===== src/rtl/regfile_wb_arbiter_if.sv =====
// rtl/regfile_wb_arbiter_if.sv - Write-port arbiter bus: pipeline W, side-unit stream, RF write and decode query.
interface regfile_wb_arbiter_if;
  logic        pipe_we;
  logic [4:0]  pipe_rd;
  logic [31:0] pipe_wdata;
  logic        side_valid;
  logic [4:0]  side_rd;
  logic [31:0] side_wdata;
  logic        side_ready;
  logic        rf_we;
  logic [4:0]  rf_rd;
  logic [31:0] rf_wdata;
  logic [4:0]  q_addr;
  logic        q_pending;
  logic        stall_req;

  modport slave (
    input  pipe_we, pipe_rd, pipe_wdata, side_valid, side_rd, side_wdata, q_addr,
    output side_ready, rf_we, rf_rd, rf_wdata, q_pending, stall_req
  );

  modport master (
    output pipe_we, pipe_rd, pipe_wdata, side_valid, side_rd, side_wdata, q_addr,
    input  side_ready, rf_we, rf_rd, rf_wdata, q_pending, stall_req
  );
endinterface


===== src/rtl/regfile_wb_arbiter.sv =====
// rtl/regfile_wb_arbiter.sv - Shares the RF write port between W and a buffered side unit; W always wins.
// Optional statistics counters are enabled with `define WB_ARB_STATS_EN.
module regfile_wb_arbiter #(
  parameter int DEPTH        = 4,
  parameter int STARVE_LIMIT = 8,
  parameter int CNT_W        = 16
) (
  input  logic                    clk,
  input  logic                    rst,
  regfile_wb_arbiter_if.slave     bus
`ifdef WB_ARB_STATS_EN
  ,
  output logic [CNT_W-1:0]        stat_conflicts,
  output logic [CNT_W-1:0]        stat_kills,
  output logic [CNT_W-1:0]        stat_stalls
`endif
);
  localparam int AW = $clog2(DEPTH);
  localparam int SW = $clog2(STARVE_LIMIT + 1);
  localparam logic [AW:0]   DEPTH_C = (AW+1)'(DEPTH);
  localparam logic [SW-1:0] LIMIT_C = SW'(STARVE_LIMIT);

  logic [4:0]       rd_q   [DEPTH];
  logic [4:0]       rd_d   [DEPTH];
  logic [31:0]      data_q [DEPTH];
  logic [31:0]      data_d [DEPTH];
  logic [DEPTH-1:0] vld_q, vld_d;
  logic [AW-1:0]    wr_ptr_q, wr_ptr_d, rd_ptr_q, rd_ptr_d;
  logic [AW:0]      count_q, count_d;
  logic [SW-1:0]    starve_q, starve_d;

  logic pipe_busy, empty, head_vld, side_ready_c, push, bypass, store, pop, blocked;

  always_comb begin
    pipe_busy    = bus.pipe_we && (bus.pipe_rd != 5'd0);
    empty        = (count_q == '0);
    head_vld     = !empty && vld_q[rd_ptr_q];
    side_ready_c = (count_q < DEPTH_C);
    push         = bus.side_valid && side_ready_c && !rst;
    bypass       = push && empty && !pipe_busy && (bus.side_rd != 5'd0);
    store        = push && (bus.side_rd != 5'd0) && !bypass;
    // A killed head leaves silently even while W owns the port.
    pop          = !empty && (!vld_q[rd_ptr_q] || !pipe_busy);
    blocked      = head_vld && pipe_busy;
  end

  always_comb begin
    rd_d     = rd_q;
    data_d   = data_q;
    vld_d    = vld_q;
    wr_ptr_d = wr_ptr_q;
    rd_ptr_d = rd_ptr_q;
    for (int i = 0; i < DEPTH; i++) begin
      if (pipe_busy && vld_q[i] && (rd_q[i] == bus.pipe_rd)) vld_d[i] = 1'b0;
    end
    if (pop) begin
      vld_d[rd_ptr_q] = 1'b0;
      rd_ptr_d        = rd_ptr_q + 1'b1;
    end
    if (store) begin
      rd_d[wr_ptr_q]   = bus.side_rd;
      data_d[wr_ptr_q] = bus.side_wdata;
      vld_d[wr_ptr_q]  = 1'b1;
      wr_ptr_d         = wr_ptr_q + 1'b1;
    end
    count_d = count_q + (AW+1)'(store) - (AW+1)'(pop);
    if (pop || empty)                      starve_d = '0;
    else if (blocked && starve_q != LIMIT_C) starve_d = starve_q + 1'b1;
    else                                   starve_d = starve_q;
  end

  always_ff @(posedge clk or posedge rst) begin
    if (rst) begin
      for (int i = 0; i < DEPTH; i++) begin
        rd_q[i]   <= '0;
        data_q[i] <= '0;
      end
      vld_q    <= '0;
      wr_ptr_q <= '0;
      rd_ptr_q <= '0;
      count_q  <= '0;
      starve_q <= '0;
    end else begin
      rd_q     <= rd_d;
      data_q   <= data_d;
      vld_q    <= vld_d;
      wr_ptr_q <= wr_ptr_d;
      rd_ptr_q <= rd_ptr_d;
      count_q  <= count_d;
      starve_q <= starve_d;
    end
  end

  // Outputs are forced quiet while rst is high, regardless of pipeline inputs.
  always_comb begin
    bus.side_ready = side_ready_c;
    bus.stall_req  = (starve_q == LIMIT_C);
    bus.rf_we      = 1'b0;
    bus.rf_rd      = 5'd0;
    bus.rf_wdata   = 32'd0;
    if (!rst) begin
      if (pipe_busy) begin
        bus.rf_we    = 1'b1;
        bus.rf_rd    = bus.pipe_rd;
        bus.rf_wdata = bus.pipe_wdata;
      end else if (head_vld) begin
        bus.rf_we    = 1'b1;
        bus.rf_rd    = rd_q[rd_ptr_q];
        bus.rf_wdata = data_q[rd_ptr_q];
      end else if (bypass) begin
        bus.rf_we    = 1'b1;
        bus.rf_rd    = bus.side_rd;
        bus.rf_wdata = bus.side_wdata;
      end
    end
    bus.q_pending = 1'b0;
    for (int i = 0; i < DEPTH; i++) begin
      if (vld_q[i] && (rd_q[i] == bus.q_addr) && (bus.q_addr != 5'd0)) bus.q_pending = 1'b1;
    end
  end

`ifdef WB_ARB_STATS_EN
  logic [CNT_W-1:0] conf_q, conf_d, kill_q, kill_d, stall_q, stall_d;
  logic [CNT_W:0]   kill_sum;

  always_comb begin
    kill_sum = {1'b0, kill_q};
    for (int i = 0; i < DEPTH; i++) begin
      if (pipe_busy && vld_q[i] && (rd_q[i] == bus.pipe_rd)) kill_sum = kill_sum + 1'b1;
    end
    kill_d  = kill_sum[CNT_W] ? '1 : kill_sum[CNT_W-1:0];
    conf_d  = (blocked && conf_q != '1) ? conf_q + 1'b1 : conf_q;
    stall_d = (bus.stall_req && stall_q != '1) ? stall_q + 1'b1 : stall_q;
  end

  always_ff @(posedge clk or posedge rst) begin
    if (rst) begin
      conf_q  <= '0;
      kill_q  <= '0;
      stall_q <= '0;
    end else begin
      conf_q  <= conf_d;
      kill_q  <= kill_d;
      stall_q <= stall_d;
    end
  end

  assign stat_conflicts = conf_q;
  assign stat_kills     = kill_q;
  assign stat_stalls    = stall_q;
`endif
endmodule


===== src/flat_wrapper.sv =====
// flat-port wrapper written by rule: the top's interface ports become plain ports
module regfile_wb_arbiter_flat 
#(
  parameter int DEPTH        = 4,
  parameter int STARVE_LIMIT = 8,
  parameter int CNT_W        = 16
)
  (clk, rst, bus_pipe_we, bus_pipe_rd, bus_pipe_wdata, bus_side_valid, bus_side_rd, bus_side_wdata, bus_q_addr, bus_side_ready, bus_rf_we, bus_rf_rd, bus_rf_wdata, bus_q_pending, bus_stall_req);
  regfile_wb_arbiter_if bus_i ();
  input  logic clk;
  input  logic rst;
  input wire logic [$bits(bus_i.pipe_we)-1:0] bus_pipe_we;
  input wire logic [$bits(bus_i.pipe_rd)-1:0] bus_pipe_rd;
  input wire logic [$bits(bus_i.pipe_wdata)-1:0] bus_pipe_wdata;
  input wire logic [$bits(bus_i.side_valid)-1:0] bus_side_valid;
  input wire logic [$bits(bus_i.side_rd)-1:0] bus_side_rd;
  input wire logic [$bits(bus_i.side_wdata)-1:0] bus_side_wdata;
  input wire logic [$bits(bus_i.q_addr)-1:0] bus_q_addr;
  output wire logic [$bits(bus_i.side_ready)-1:0] bus_side_ready;
  output wire logic [$bits(bus_i.rf_we)-1:0] bus_rf_we;
  output wire logic [$bits(bus_i.rf_rd)-1:0] bus_rf_rd;
  output wire logic [$bits(bus_i.rf_wdata)-1:0] bus_rf_wdata;
  output wire logic [$bits(bus_i.q_pending)-1:0] bus_q_pending;
  output wire logic [$bits(bus_i.stall_req)-1:0] bus_stall_req;
  assign bus_i.pipe_we = bus_pipe_we;
  assign bus_i.pipe_rd = bus_pipe_rd;
  assign bus_i.pipe_wdata = bus_pipe_wdata;
  assign bus_i.side_valid = bus_side_valid;
  assign bus_i.side_rd = bus_side_rd;
  assign bus_i.side_wdata = bus_side_wdata;
  assign bus_i.q_addr = bus_q_addr;
  assign bus_side_ready = bus_i.side_ready;
  assign bus_rf_we = bus_i.rf_we;
  assign bus_rf_rd = bus_i.rf_rd;
  assign bus_rf_wdata = bus_i.rf_wdata;
  assign bus_q_pending = bus_i.q_pending;
  assign bus_stall_req = bus_i.stall_req;
  regfile_wb_arbiter #(.DEPTH(DEPTH), .STARVE_LIMIT(STARVE_LIMIT), .CNT_W(CNT_W)) u_core (.clk(clk), .rst(rst), .bus(bus_i));
endmodule

===== config.mk =====
export PLATFORM = sky130hd
export DESIGN_NAME = regfile_wb_arbiter_flat
export DESIGN_NICKNAME = d
export VERILOG_FILES = /design/src/rtl/regfile_wb_arbiter_if.sv /design/src/rtl/regfile_wb_arbiter.sv /design/src/flat_wrapper.sv
export SDC_FILE = /design/constraint.sdc
export NUM_CORES = 1
export LEC_CHECK = 0
export BUFFER_PORTS_ARGS = -buffer_cell sky130_fd_sc_hd__buf_2
export CAP_MARGIN = 20
export CORE_AREA = 2 2 175 109
export CTS_CLUSTER_DIAMETER = 200
export DETAILED_ROUTE_END_ITERATION = 7
export DIE_AREA = 0 0 177 111
export PLACE_DENSITY = 0.72
export SKIP_LAST_GASP = 1
export SLEW_MARGIN = 20
export SYNTH_ARGS = -nofsm -noshare
export SYNTH_HDL_FRONTEND = slang
export SYNTH_SLANG_ARGS = --single-unit

===== constraint.sdc =====
create_clock -name clk -period 11.1 [get_ports clk]
set_input_delay 0 -clock clk [delete_from_list [all_inputs] [get_ports clk]]
set_output_delay 0 -clock clk [all_outputs]
set_load 0.005 [all_outputs]

==> summary.md <==
| Metric | Value |
|---|---|
| Reg2reg end | `u_core.count_q[2]` |
| Post-synth top cells | `dfrtp_1 (163), mux2_4 (76), mux2_2 (73), nor2_1 (42), mux4_2 (38)` |
| Crit Path Category | `flop to output pin` |
| IO Pins | `124` |
| Die width | `177 µm` |
| Met3 Use GR | `3.807%` |
| Seq cells post-synth | `163` |
| Status | `complete, no violations` |
| Data required time of the worst path | `11.10 ns` |
| M2 GR Usage | `35.67%` |
| FF-to-FF path depth | `9` |
| Worst slew margin | `24.00%` |
| Hold Path Depth | `4` |
| Drt wl/cell | `20.68 µm` |
| Post-Syn Instances | `647` |
| Seq/Total Area, Yosys | `45.99%` |
| Yosys synthesis warning count | `0` |
| Period utilisation layout | `31.24%` |
| Row count | `39` |
| Bufs and invs on worst path | `1` |
| Top cells by area, synth | `dfrtp_1 (46%), mux2_4 (13%), mux4_2 (9.6%)` |
| Maximum VDD drop | `0.1461 mV` |
| Slew @ Worst Pin | `1.138 ns` |
| Crit path max fanout | `41` |
| Number of global-route vias before repair | `6429` |
| Grt peak-use layer | `met2` |
| Initial Util | `48.47%` |
| CP max stage delay | `1.09 ns` |
| Hold Fails Final Rpt | `0` |
| First-pass GRT wire length | `34.65 mm` |
| Clock Latency Late Sink | `0.42 ns` |
| Post-synth cell types | `33` |
| Worst r2r src | `u_core.rd_ptr_q[1]` |
| Grt ovf | `0` |
| Reg clk slew, reported paths | `0.06 ns` |
| Met1 Resource Use GR | `32.54%` |
| Crit-path slowest cell | `dfrtp_2` |
| Global Route Usage Sum | `22.75%` |
| H-tree Lvls | `4` |
| Nets | `870` |
| CTS Sinks | `163` |
| Filler Cell Count | `1501` |
| Crit path from | `u_core.rd_ptr_q[1]` |
| Initial antenna violation count | `0` |
| Hpwl dp | `13.00 mm` |
| Final slew viol count | `0` |
| Number of enable flip-flop cells after synthesis | `0` |
| RSZ-0062 raised after global routing | `no` |
| Post-route DRC violation count | `0` |
| WL final | `21.39 mm` |
| Mapped Nets | `742` |
| Layout area overhead | `18.24%` |
| Vias | `5861` |
| Final ANT Viol Nets | `0` |
| R2R Setup Slk | `7.72 ns` |
| Setup_tns | `0 ns` |
| Die Area | `19650 µm²` |
| Power per cell area | `257.5 nW/µm²` |
| Worst Setup End Kind | `output pin` |
| Worst Setup EP | `bus_rf_wdata[24]` |
| # setup viols final | `0` |
| Clk Tree Root Cell | `clkbuf_16` |
| PostCTS Resize Cnt | `0` |
| Max Clk Rate | `288.4 MHz` |
| Die H | `111 µm` |
| Pre-antenna DRT Iters | `5` |
| P_leak | `4.643 nW` |
| # diodes | `0` |
| CP startpoint kind | `flop` |
| Largest net degree at the start of global routing | `121` |
| Leading area contributor after synthesis | `dfrtp_1` |
| Num CTS Buffers | `17` |
| PortBufs | `123` |
| Core box area | `18300 µm²` |
| Min-Delay Path Class | `input port to flop` |
| GP Congestion | `0.8486` |
| Ys async rst share | `100.0%` |
| Tmin final | `3.468 ns` |
| Most frequent cell after synthesis | `dfrtp_1` |
| Main synth FF type | `dfrtp_1` |
| CP top delay family | `simple AND/OR/NAND/NOR gates` |
| CTS tree | `built` |
| Syn avg cell area | `13.71 µm²` |
| Synthesized area | `8870 µm²` |
| Max-cap viol count | `0` |
| Initial DRC count | `376` |
| Crit path cell chain | `mux4_2, nor2b_4, a221oi_1, nor2_1, buf_2` |
| Top cell type's share of synthesized area | `45.99%` |
| Avg Vias per Cell | `5.668` |
| Critical path depth in cells | `5` |
| Clock Tree Buf Depth | `2` |
| Crit path DAT | `3.47 ns` |
| Cells after DPL | `963` |
| Non-Filler Instances | `1034` |
| Layout cells sized above 1 | `45.69%` |
| Final Skew | `0.009810 ns` |
[cell usage in the layout (no fill, tap or decap), drive strengths merged, types with 3 or more instances in the layout]
cell type,count
clkbuf,18
nor4,4
a31o,5
mux4,38
dlygate4sd3,38
buf,126
nand3,5
nand2,10
xor2,29
clkinvlp,3
nor2,42
or4,3
mux2,149
xnor2,17
dfrtp,163
o21ai,38
a221oi,37
nor3,12
ha,11
inv,15
clkinv,6
nand4,5
nor2b,3
and2,4
[layout make-up]
cell class                 count  area [µm²]  share of cell area (%)
clock inverter                14       122.6                   1.169
multi-input combinational    419        4453                   42.46
timing repair buffer         164        1039                   9.902
sequential                   163        4081                   38.92
inverter                      10       45.04                  0.4295
clock buffer                  18       439.2                   4.188
tap                          246       307.8                   2.935
[tightest hold or removal path, delay by kind of cell]
family	cells	cell delay, ns
and+or+nand+nor	1	0.10
AOI/OAI and AO/OA	1	0.08
xor gates and xnor gates	1	0.13
buffers and inverters	1	0.12
[logic make-up (layout without fill, tap and decap cells)]
| logic type | after synthesis | in the layout | share of synthesized area [%] |
|---|---|---|---|
| flops | 163 | 163 | 45.99 |
| mux | 188 | 188 | 31.89 |
| fa+ha+maj | 12 | 12 | 1.777 |
| simple gates | 89 | 89 | 4.895 |
| xor+xnor | 46 | 46 | 4.542 |
| buf+inv | 65 | 206 | 3.992 |
| compound gates | 84 | 84 | 6.912 |
[layer usage]
metal	share of wire [%]	up-vias	routed length, µm
met4	1.1	0	234
met3	4.6	21	982
met1	46	3038	9842
li1	-	2646	-
met2	48	156	10330
met5	0	-	0
[stage by stage]
| step | power, mW | setup slack [ns] | hold WS, ns | utilization (%) | cell area (µm²) |
|---|---|---|---|---|---|
| floorplan | 1.878 | 4.484 | 0.03110 | - | 8870 |
| global placement | 2.062 | 7.819 | 0.2817 | 52.00 | 9515 |
| detailed placement | 2.131 | 7.742 | 0.2923 | 52.00 | 9515 |
| CTS | 2.709 | 7.633 | 0.02100 | 57.15 | 10460 |
| global route | 2.854 | 7.440 | 0.05339 | 57.31 | 10490 |
| finish | 2.700 | 7.632 | 0.04387 | 57.31 | 10490 |
[flip-flops by register name (all words and copies together) (netlist names)]
name and cells:
u_core.data_q 128, u_core.rd_q 20, u_core.starve_q 4, u_core.vld_q 4, u_core.count_q 3, u_core.rd_ptr_q 2, u_core.wr_ptr_q 2
[how the worst min path moves through the flow]
| stage | start | to | slack, ns |
|---|---|---|---|
| 6_report | bus_side_valid | u_core.wr_ptr_q[0] | 0.04 |
| 5_1_grt | bus_side_valid | u_core.wr_ptr_q[0] | 0.05 |
| 4_1_cts | bus_side_valid | u_core.wr_ptr_q[0] | 0.02 |
| 3_5_place_dp | bus_side_wdata[17] | u_core.data_q[17] | 0.29 |
| 3_3_place_gp | bus_side_wdata[17] | u_core.data_q[17] | 0.28 |
| 2_1_floorplan | rst | bus_rf_we | 0.03 |
[report_power, final]
part | switching (mW) | leakage [nW] | internal (mW) | total [mW]
combinational | 0.388 | 2.36 | 0.641 | 1.03
sequential | 0.237 | 2.02 | 0.877 | 1.11
clock | 0.259 | 0.267 | 0.298 | 0.558
total | 0.884 | 4.64 | 1.82 | 2.70
[timing repair]
action | in CTS | in global routing
endpoints found under the hold margin | 247 | 0
buffers inserted | 0 | 0
hold buffers | 38 | 0
endpoints found under the setup margin | 0 | 0
No activity file was read; power rests on OpenSTA's default activity.
